## src/rtl/bus_term_port.sv

```systemverilog
// Per-terminal port between one terminal agent and the bs_gnrtr_n_rbtr bus:
// a TX FIFO drained by the bus and an RX FIFO with destination filtering.
module bus_term_port #(
   parameter int         ancho_pal = 16,
   parameter int         depth     = 8,
   parameter logic [7:0] id        = 8'd0,
   parameter logic [7:0] broadcast = 8'hFF
) (
   input  logic                     clk,
   input  logic                     reset,
   input  logic                     tx_wr,
   input  logic [ancho_pal-1:0]     tx_data,
   output logic                     tx_full,
   output logic [$clog2(depth):0]   tx_count,
   output logic                     pndng,
   output logic [ancho_pal-1:0]     D_pop,
   input  logic                     pop,
   input  logic                     push,
   input  logic [ancho_pal-1:0]     D_push,
   input  logic                     rx_rd,
   output logic [ancho_pal-1:0]     rx_data,
   output logic                     rx_valid,
   output logic [7:0]               rx_ovf_cnt,
   output logic [7:0]               rx_mis_cnt,
   output logic                     err_pop
);

   localparam int AW = $clog2(depth);

   logic [ancho_pal-1:0] tx_mem [depth];
   logic [AW:0]          tx_wr_ptr;
   logic [AW:0]          tx_rd_ptr;
   logic                 tx_empty;
   logic                 tx_do_wr;
   logic                 tx_do_pop;

   logic [ancho_pal-1:0] rx_mem [depth];
   logic [AW:0]          rx_wr_ptr;
   logic [AW:0]          rx_rd_ptr;
   logic                 rx_empty;
   logic                 rx_full;
   logic                 rx_match;
   logic                 rx_do_wr;
   logic                 rx_do_rd;
   logic [7:0]           rx_dest;

   // Full means the pointers sit on the same slot but one lap apart.
   assign tx_empty = (tx_wr_ptr == tx_rd_ptr);
   assign tx_full  = (tx_wr_ptr[AW] != tx_rd_ptr[AW]) &&
                     (tx_wr_ptr[AW-1:0] == tx_rd_ptr[AW-1:0]);
   assign tx_count = tx_wr_ptr - tx_rd_ptr;
   assign pndng    = !tx_empty;
   assign D_pop    = tx_empty ? '0 : tx_mem[tx_rd_ptr[AW-1:0]];

   assign tx_do_pop = pop && !tx_empty;
   assign tx_do_wr  = tx_wr && (!tx_full || tx_do_pop);

   always_ff @(posedge clk or negedge reset) begin
      if (!reset) begin
         tx_wr_ptr <= '0;
         tx_rd_ptr <= '0;
         err_pop   <= 1'b0;
         for (int i = 0; i < depth; i++) begin
            tx_mem[i] <= '0;
         end
      end else begin
         if (tx_do_wr) begin
            tx_mem[tx_wr_ptr[AW-1:0]] <= tx_data;
            tx_wr_ptr <= tx_wr_ptr + 1'b1;
         end
         if (tx_do_pop) begin
            tx_rd_ptr <= tx_rd_ptr + 1'b1;
         end
         if (pop && tx_empty) begin
            err_pop <= 1'b1;
         end
      end
   end

   assign rx_empty = (rx_wr_ptr == rx_rd_ptr);
   assign rx_full  = (rx_wr_ptr[AW] != rx_rd_ptr[AW]) &&
                     (rx_wr_ptr[AW-1:0] == rx_rd_ptr[AW-1:0]);
   assign rx_valid = !rx_empty;
   assign rx_data  = rx_empty ? '0 : rx_mem[rx_rd_ptr[AW-1:0]];

   assign rx_dest  = D_push[ancho_pal-1 -: 8];
   assign rx_match = (rx_dest == id) || (rx_dest == broadcast);
   assign rx_do_rd = rx_rd && !rx_empty;
   assign rx_do_wr = push && rx_match && (!rx_full || rx_do_rd);

   // A simultaneous read frees the slot that a push into a full FIFO needs.
   always_ff @(posedge clk or negedge reset) begin
      if (!reset) begin
         rx_wr_ptr  <= '0;
         rx_rd_ptr  <= '0;
         rx_ovf_cnt <= '0;
         rx_mis_cnt <= '0;
         for (int i = 0; i < depth; i++) begin
            rx_mem[i] <= '0;
         end
      end else begin
         if (rx_do_wr) begin
            rx_mem[rx_wr_ptr[AW-1:0]] <= D_push;
            rx_wr_ptr <= rx_wr_ptr + 1'b1;
         end
         if (rx_do_rd) begin
            rx_rd_ptr <= rx_rd_ptr + 1'b1;
         end
         if (push && !rx_match && (rx_mis_cnt != 8'hFF)) begin
            rx_mis_cnt <= rx_mis_cnt + 8'd1;
         end
         if (push && rx_match && !rx_do_wr && (rx_ovf_cnt != 8'hFF)) begin
            rx_ovf_cnt <= rx_ovf_cnt + 8'd1;
         end
      end
   end

endmodule
```

## config.mk

```make
export PLATFORM = sky130hd
export DESIGN_NAME = bus_term_port
export DESIGN_NICKNAME = d
export VERILOG_FILES = /design/src/rtl/bus_term_port.sv
export SDC_FILE = /design/constraint.sdc
export NUM_CORES = 1
export LEC_CHECK = 0
export ABC_CLOCK_PERIOD_IN_PS = 3300
export CAP_MARGIN = 20
export CORE_ASPECT_RATIO = 0.8
export CORE_MARGIN = 3
export CORE_UTILIZATION = 53
export DETAILED_ROUTE_END_ITERATION = 6
export GPL_TIMING_DRIVEN = 0
export PLACE_DENSITY = 0.84
export SYNTH_ARGS = -nofsm -noshare
export SYNTH_HDL_FRONTEND = slang
export SYNTH_SLANG_ARGS = --single-unit
```

## constraint.sdc

```tcl
create_clock -name clk -period 3.3 [get_ports clk]
set_clock_uncertainty 0.15 [all_clocks]
set_input_delay 0.66 -clock clk [delete_from_list [all_inputs] [get_ports clk]]
set_output_delay 0.66 -clock clk [all_outputs]
set_load 0.005 [all_outputs]
```

## Word level (Yosys, flattened, before mapping)

Cells that the tools add are included.

- Bits in registers: 289
- Bits in latches: 0
- RAM bits: 0
- Bits in read-only memories: 0
- Input bits: 38
- Output and inout port bits: 56
- Logic and storage cells: 87
- Memories kept: 0

- Add/subtract/negate cells: 7
- Multiply operators: 0
- Divide/modulo/power cells: 0
- Magnitude comparators: 6
- Eq/ne operators: 9
- Shift operators: 0
- Multiplexer cells: 14
- Bitwise gates (word level): 4
- Reductions and logical operators: 24

Operator list:

| kind | number |
|---|---|
| $bwmux 128 | 2 |
| $mux 16 | 8 |
| $bmux 16 s3 | 2 |
| $demux 16 s3 | 2 |
| $add 4x1->4 const B | 4 |
| $add 8x1->8 const B | 2 |
| $ge 4x4->1 const B | 4 |
| $ne 8x8->1 const B | 2 |
| $not 3->4 | 4 |
| $logic_and 1x1->1 | 14 |
| $eq 4x4->1 | 2 |
| $eq 8x8->1 const B | 1 |
| $logic_not 8->1 | 1 |
| $lt 4x1->1 const B | 2 |
| $eq 3x3->1 | 2 |
| $logic_not 1->1 | 6 |
| $sub 4x4->4 | 1 |
| $logic_or 1x1->1 | 3 |
| $ne 1x1->1 | 2 |

## Depth between registers and ports, before layout

Gate-level depths: netlist (run 1).

- Word-level depth: 8
- Gate-level depth with buffers: 10

## Worst setup path after synthesis (run 1)

No wires, ideal clock.

- Path kind: flip-flop to flip-flop
- From: register tx_rd_ptr[2]
- To: register tx_mem[10] (netlist bit)
- Arrival time: 2779 ps
- Slack: 246 ps
- Cell stages (with the launch flop): 11
- Buffers on the path: 3
- Cells stage by stage: dfrtp_1 -> clkbuf_1 -> clkinv_1 -> clkbuf_1 -> ha_1 -> nand3_1 -> nor3_1 -> nor2_1 -> nand3_1 -> clkbuf_1 -> mux2_2

- Cells in the longest elaborated chain, start to end: 5

Ends and longest elaborated chain:

| item | RTL line | RTL |
|---|---|---|
| start, declared | 32 | `logic [AW:0] tx_rd_ptr;` |
| start signal, assigned | 72 | `tx_rd_ptr <= tx_rd_ptr + 1'b1;` |
| $eq 4x4->1 or $eq 3x3->1 (tied branches) | 48, 50 |  |
| $logic_not 1->1 or $logic_and 1x1->1 (tied branches) | 55, 49 |  |
| $logic_and 1x1->1 or $logic_not 1->1 (tied branches) | 55, 56 |  |
| $logic_or 1x1->1 * | 56 | `assign tx_do_wr = tx_wr && (!tx_full \|\| tx_do_pop);` |
| $logic_and 1x1->1 * | 56 |  |
| end signal, assigned by index | 68 | `tx_mem[tx_wr_ptr[AW-1:0]] <= tx_data;` |
| end, declared | 30 | `logic [ancho_pal-1:0] tx_mem [depth];` |

Mark *: on every way between the ends. The rest lies on a longest branch, timed or not.
A chain may end at the register's enable or synchronous reset.

## Final worst setup path (run 1)

- From: register rx_rd_ptr[0]
- To: output port rx_data[9]

- Cells in the longest elaborated chain, start to end: 5

Ends and longest elaborated chain:

| item | RTL line | RTL |
|---|---|---|
| start, declared | 39 | `logic [AW:0] rx_rd_ptr;` |
| start signal, assigned | 107 | `rx_rd_ptr <= rx_rd_ptr + 1'b1;` |
| $not 3->4 (implied by the code) | 84 | `assign rx_data = rx_empty ? '0 : rx_mem[rx_rd_ptr[AW-1:0]];` |
| $bmux 16 s3 | 84 |  |
| $mux 16 (implied by the code) (2 in series) | 84 |  |
| $mux 16 * | 84 |  |
| end, declared | 21 | `output logic [ancho_pal-1:0] rx_data,` |

Mark *: on every way between the ends. The rest lies on a longest branch, timed or not. The select of a mux whose other input is x is not followed.

==> results of run 1 <==
## cells in the mapped netlist (3+ instances only)
| cell | instances |
|---|---|
| sky130_fd_sc_hd__nor2_1 | 37 |
| sky130_fd_sc_hd__mux2i_1 | 16 |
| sky130_fd_sc_hd__inv_1 | 10 |
| sky130_fd_sc_hd__nor4_1 | 7 |
| sky130_fd_sc_hd__clkbuf_1 | 34 |
| sky130_fd_sc_hd__xnor2_1 | 13 |
| sky130_fd_sc_hd__nand2_1 | 52 |
| sky130_fd_sc_hd__buf_4 | 3 |
| sky130_fd_sc_hd__or3_1 | 4 |
| sky130_fd_sc_hd__ha_1 | 9 |
| sky130_fd_sc_hd__buf_2 | 6 |
| sky130_fd_sc_hd__nand4_1 | 7 |
| sky130_fd_sc_hd__xor2_1 | 16 |
| sky130_fd_sc_hd__nand3_1 | 13 |
| sky130_fd_sc_hd__a21o_1 | 42 |
| sky130_fd_sc_hd__buf_1 | 10 |
| sky130_fd_sc_hd__mux2_2 | 224 |
| sky130_fd_sc_hd__a21oi_1 | 17 |
| sky130_fd_sc_hd__dfrtp_1 | 289 |
| sky130_fd_sc_hd__nand2b_1 | 8 |
| sky130_fd_sc_hd__and4_1 | 4 |
| sky130_fd_sc_hd__and3_1 | 4 |
| sky130_fd_sc_hd__mux4_2 | 64 |
## per-layer routing
| metal | part of all wire | track usage | vias to the layer above |
|---|---|---|---|
| li1 | - | - | 3659 |
| met1 | 0.47 | 0.3436 | 4405 |
| met2 | 0.46 | 0.3444 | 198 |
| met3 | 0.045 | 0.03370 | 34 |
| met4 | 0.017 | 0.04987 | 0 |
| met5 | 0 | 0 | - |
## timing repair
| action | in CTS | in global routing |
|---|---|---|
| resized for setup | 127 | 27 |
| hold buffers | 1 | 0 |
| pin swaps | 0 | 3 |
| hold endpoints to repair | 65 | 0 |
| cloned | 1 | 0 |
| buffers inserted | 18 | 12 |
| setup endpoints to repair | 172 | 87 |
## power by group
part	internal, uW	switching [uW]
registers	4500	562
logic	3160	2260
clock network	2000	1360
## critical path, stage by stage (launching register included)
cell and delay [ns]:
sky130_fd_sc_hd__dfrtp_1 0.37, sky130_fd_sc_hd__buf_6 0.19, sky130_fd_sc_hd__buf_12 0.14, sky130_fd_sc_hd__buf_12 0.12, sky130_fd_sc_hd__mux4_2 0.51, sky130_fd_sc_hd__mux2i_1 0.24
sky130_fd_sc_hd__nor2_1 0.07, sky130_fd_sc_hd__dlygate4sd2_1 0.27
## worst max-delay path by stage
stage / to / depth (start not counted) / slack, ns / from
after global placement: tx_mem[10]$_DFFE_PN0P_ / 1 / -10.90 / reset
after global routing: tx_mem[6]$_DFFE_PN0P_ / 10 / -0.03 / tx_rd_ptr[1]$_DFFE_PN0P_
after floorplan: tx_mem[10]$_DFFE_PN0P_ / 10 / 0.25 / tx_rd_ptr[2]$_DFFE_PN0P_
after CTS: tx_mem[105]$_DFFE_PN0P_ / 10 / 0.002 / tx_rd_ptr[1]$_DFFE_PN0P_
final: rx_data[9] / 7 / 0.06 / rx_rd_ptr[0]$_DFFE_PN0P_
after detailed placement: D_pop[6] / 9 / -1.46 / tx_rd_ptr[2]$_DFFE_PN0P_
## flip-flops by register name (all words and copies together) (netlist names)
name and count:
rx_mem 128, tx_mem 128, rx_mis_cnt 8, rx_ovf_cnt 8, rx_rd_ptr 4, rx_wr_ptr 4, tx_rd_ptr 4, tx_wr_ptr 4
err_pop 1
## layout make-up
type                            instances  area share
Clock buffer                           40     0.05124
Clock inverter                         11    0.008885
Timing Repair Buffer                  127     0.08112
Tap cell                              318     0.02436
Sequential cell                       289      0.4430
Inverter                               11    0.002834
Buffer                                 50     0.02581
Multi-Input combinational cell        564      0.3628
## cell families (layout without fill, tap and decap cells)
| family | count (synthesis) | in the layout |
|---|---|---|
| mux | 306 | 306 |
| flops | 289 | 289 |
| simple gates | 158 | 158 |
| buf+inv | 67 | 239 |
| compound gates | 61 | 61 |
| xor+xnor | 29 | 29 |
| fa+ha+maj | 10 | 10 |
## metrics by stage
step | setup slack [ns] | utilization | hold WS [ns] | cells
detailed placement | -1.463 | 0.5996 | 0.3059 | 1333
floorplan | 0.2462 | - | 0.2144 | 920
CTS | 0.002226 | 0.6582 | 0.3210 | 1398
global placement | -10.90 | 0.5972 | 0.2902 | 1331
global route | -0.02959 | 0.6649 | 0.3332 | 1410
finish | 0.05599 | 0.6649 | 0.3202 | 1410
==> implementation parameters, run 1 <==
Parameter                              Value

Setup path
  Minimum setup slack among reg-to-reg paths ... 0.10 ns
  Crit Reg-Reg Startpoint ... tx_rd_ptr[1]$_DFFE_PN0P_
  Arrival @ worst endpoint ... 2.43 ns
  Largest fanout of any net on the critical path ... 6
  Reg-to-Reg End ... tx_mem[6]$_DFFE_PN0P_
  Worst Setup Path Type ... reg -> out
  Required arrival time at the worst endpoint ... 2.49 ns
  Type of destination of the critical path ... output pin
  Kind of start point of the critical path ... flop
  Worst reg-to-reg path cell count ... 10

GRT
  Via count of the first global-routing pass ... 8675
  Antenna violations before repair ... 0
  First-pass GRT wire length ... 48110 um
  Total global-route track usage ... 0.2243
  Largest net degree at the start of global routing ... 124
  Total overflow reported by the global router ... 0

Timing
  Maximum clock rate ... 0.3083 GHz
  Unrepaired setup endpoints after global routing ... yes
  Worst slew margin ... 0.5014
  Final Hold Vio Count ... 0
  Final worst-path cycle share ... 0.9830
  Slew @ Worst Pin ... 0.7375 ns
  Total negative slack for setup checks ... 0 ns
  Setup-violating endpoint count in the final report ... 0
  Final max-slew violation count ... 0
  Final Critical Period ... 3.244 ns

Floorplanning
  Core area ... 0.02457 mm2
  Number of rows created at floorplan ... 51
  Number of top-level pins ... 94
  Die width ... 183.4 um
  Total Die Area ... 0.02713 mm2
  Die span in y ... 147.9 um
  Effective utilization at floorplan ... 0.5431

Clocking
  Deepest level of the CTS H-tree ... 1
  Clock root buffer master ... sky130_fd_sc_hd__clkbuf_16
  Maximum buffer depth of the clock tree ... 3
  TritonCTS clock tree ... built
  Skew-Pair Late Insertion Delay ... 0.54 ns
  Clock-pin slew of the registers on the worst-case setup and hold paths ... 0.06 ns
  Clock buffer count from CTS ... 29
  CTS Sinks ... 289

Logic synthesis
  Number of cells produced by synthesis ... 920
  Post-synth net total ... 968
  Share of the synthesized area in the top cell type ... 0.5420
  Synth async-reset ratio ... 1.000
  Main combinational cell family by area after synthesis ... multiplexers
  Most common flop cell mapped by yosys ... sky130_fd_sc_hd__dfrtp_1
  Adder and majority gate portion of the synthesized area ... 0.009940
  Count of distinct cell types in the synthesized netlist ... 46
  Yosys synthesis warning count ... 0
  Mux contribution to synthesized area ... 0.3113
  Number of enable-type register cells in the synthesized netlist ... 0
  Register bit count reported by yosys ... 289
  Syn_area_per_cell ... 14.50 um2
  Top post-synthesis cells by area ... sky130_fd_sc_hd__dfrtp_1 (54%), sky130_fd_sc_hd__mux2_2 (19%), sky130_fd_sc_hd__mux4_2 (11%), sky130_fd_sc_hd__a21o_1 (2.4%), sky130_fd_sc_hd__nand2_1 (1.5%)
  Simple-gate share of the synthesized area ... 0.06442
  Post-synthesis xor/xnor area fraction ... 0.01904
  Largest area contributor in the synthesized netlist ... sky130_fd_sc_hd__dfrtp_1
  Synthesized-area fraction occupied by ao, oa, aoi and oai cells ... 0.03104
  Total standard cell area after synthesis ... 0.01334 mm2
  Sequential share of the synthesized area ... 0.5420

Detailed routing
  Number of detailed-route iterations in the first pass ... 4
  Number of design rule violations left after detail routing ... 0
  Vias/cell ... 5.884
  Remaining antenna violation count ... 0
  DR WL/cell ... 21.33 um
  Via total after detailed routing ... 8296
  Starting DRC count in detailed routing ... 651
  Final wirelength ... 30080 um

Placed design
  DP Area ... 0.01473 mm2
  Number of buffers inserted by port buffering ... 93
  RePlAce Congestion ... 0.7939
  Post-DP HPWL ... 19320 um

Power and ir drop
  Power per standard cell area ... 847.7 mW/mm2
  Max VDD drop ... 0.4722 mV
  Tot Pwr ... 13850 uW
  Leakage dissipation ... 0.007873 uW

Layout
  Commonest cells after routing, fill and taps aside ... sky130_fd_sc_hd__dfrtp_1 (286), sky130_fd_sc_hd__mux2_2 (224), sky130_fd_sc_hd__mux4_2 (64)
  Diodes inserted ... 0
  Synthesis-to-layout area growth ... 22.42%
  Final std cell area, no fill ... 0.01633 mm2
  Share of post-route cells with drive strength above 1 ... 0.4048
  Most common library cell in the layout ignoring fill and taps ... sky130_fd_sc_hd__dfrtp_1
  FF/Latch Area ... 0.007236 mm2
  Multi-input gate area in the final layout ... 0.005926 mm2
  Nets ... 1120
  Number of fillers in the final layout ... 1702

Hold path
  Type of the tightest min-delay check ... reg -> reg
  Worst hold path startpoint ... rx_mem[93]$_DFFE_PN0P_
  WHS Endpoint ... rx_mem[93]$_DFFE_PN0P_
  Number of cells on the worst hold path ... 1

Job
  Max-cap violations ... 0

Status
  Status ... complete, no violations
Power figures use the tool's default switching activity.
==> run 2, diff against run 1 <==
--- a/config.mk
+++ b/config.mk
@@ -5,7 +5,6 @@
 export SDC_FILE = /design/constraint.sdc
 export NUM_CORES = 1
 export LEC_CHECK = 0
-export ABC_CLOCK_PERIOD_IN_PS = 3300
 export CAP_MARGIN = 20
 export CORE_ASPECT_RATIO = 0.8
 export CORE_MARGIN = 3
==> results of run 2 <==
Final layout, timing and power as in run 1 (identical DEF).
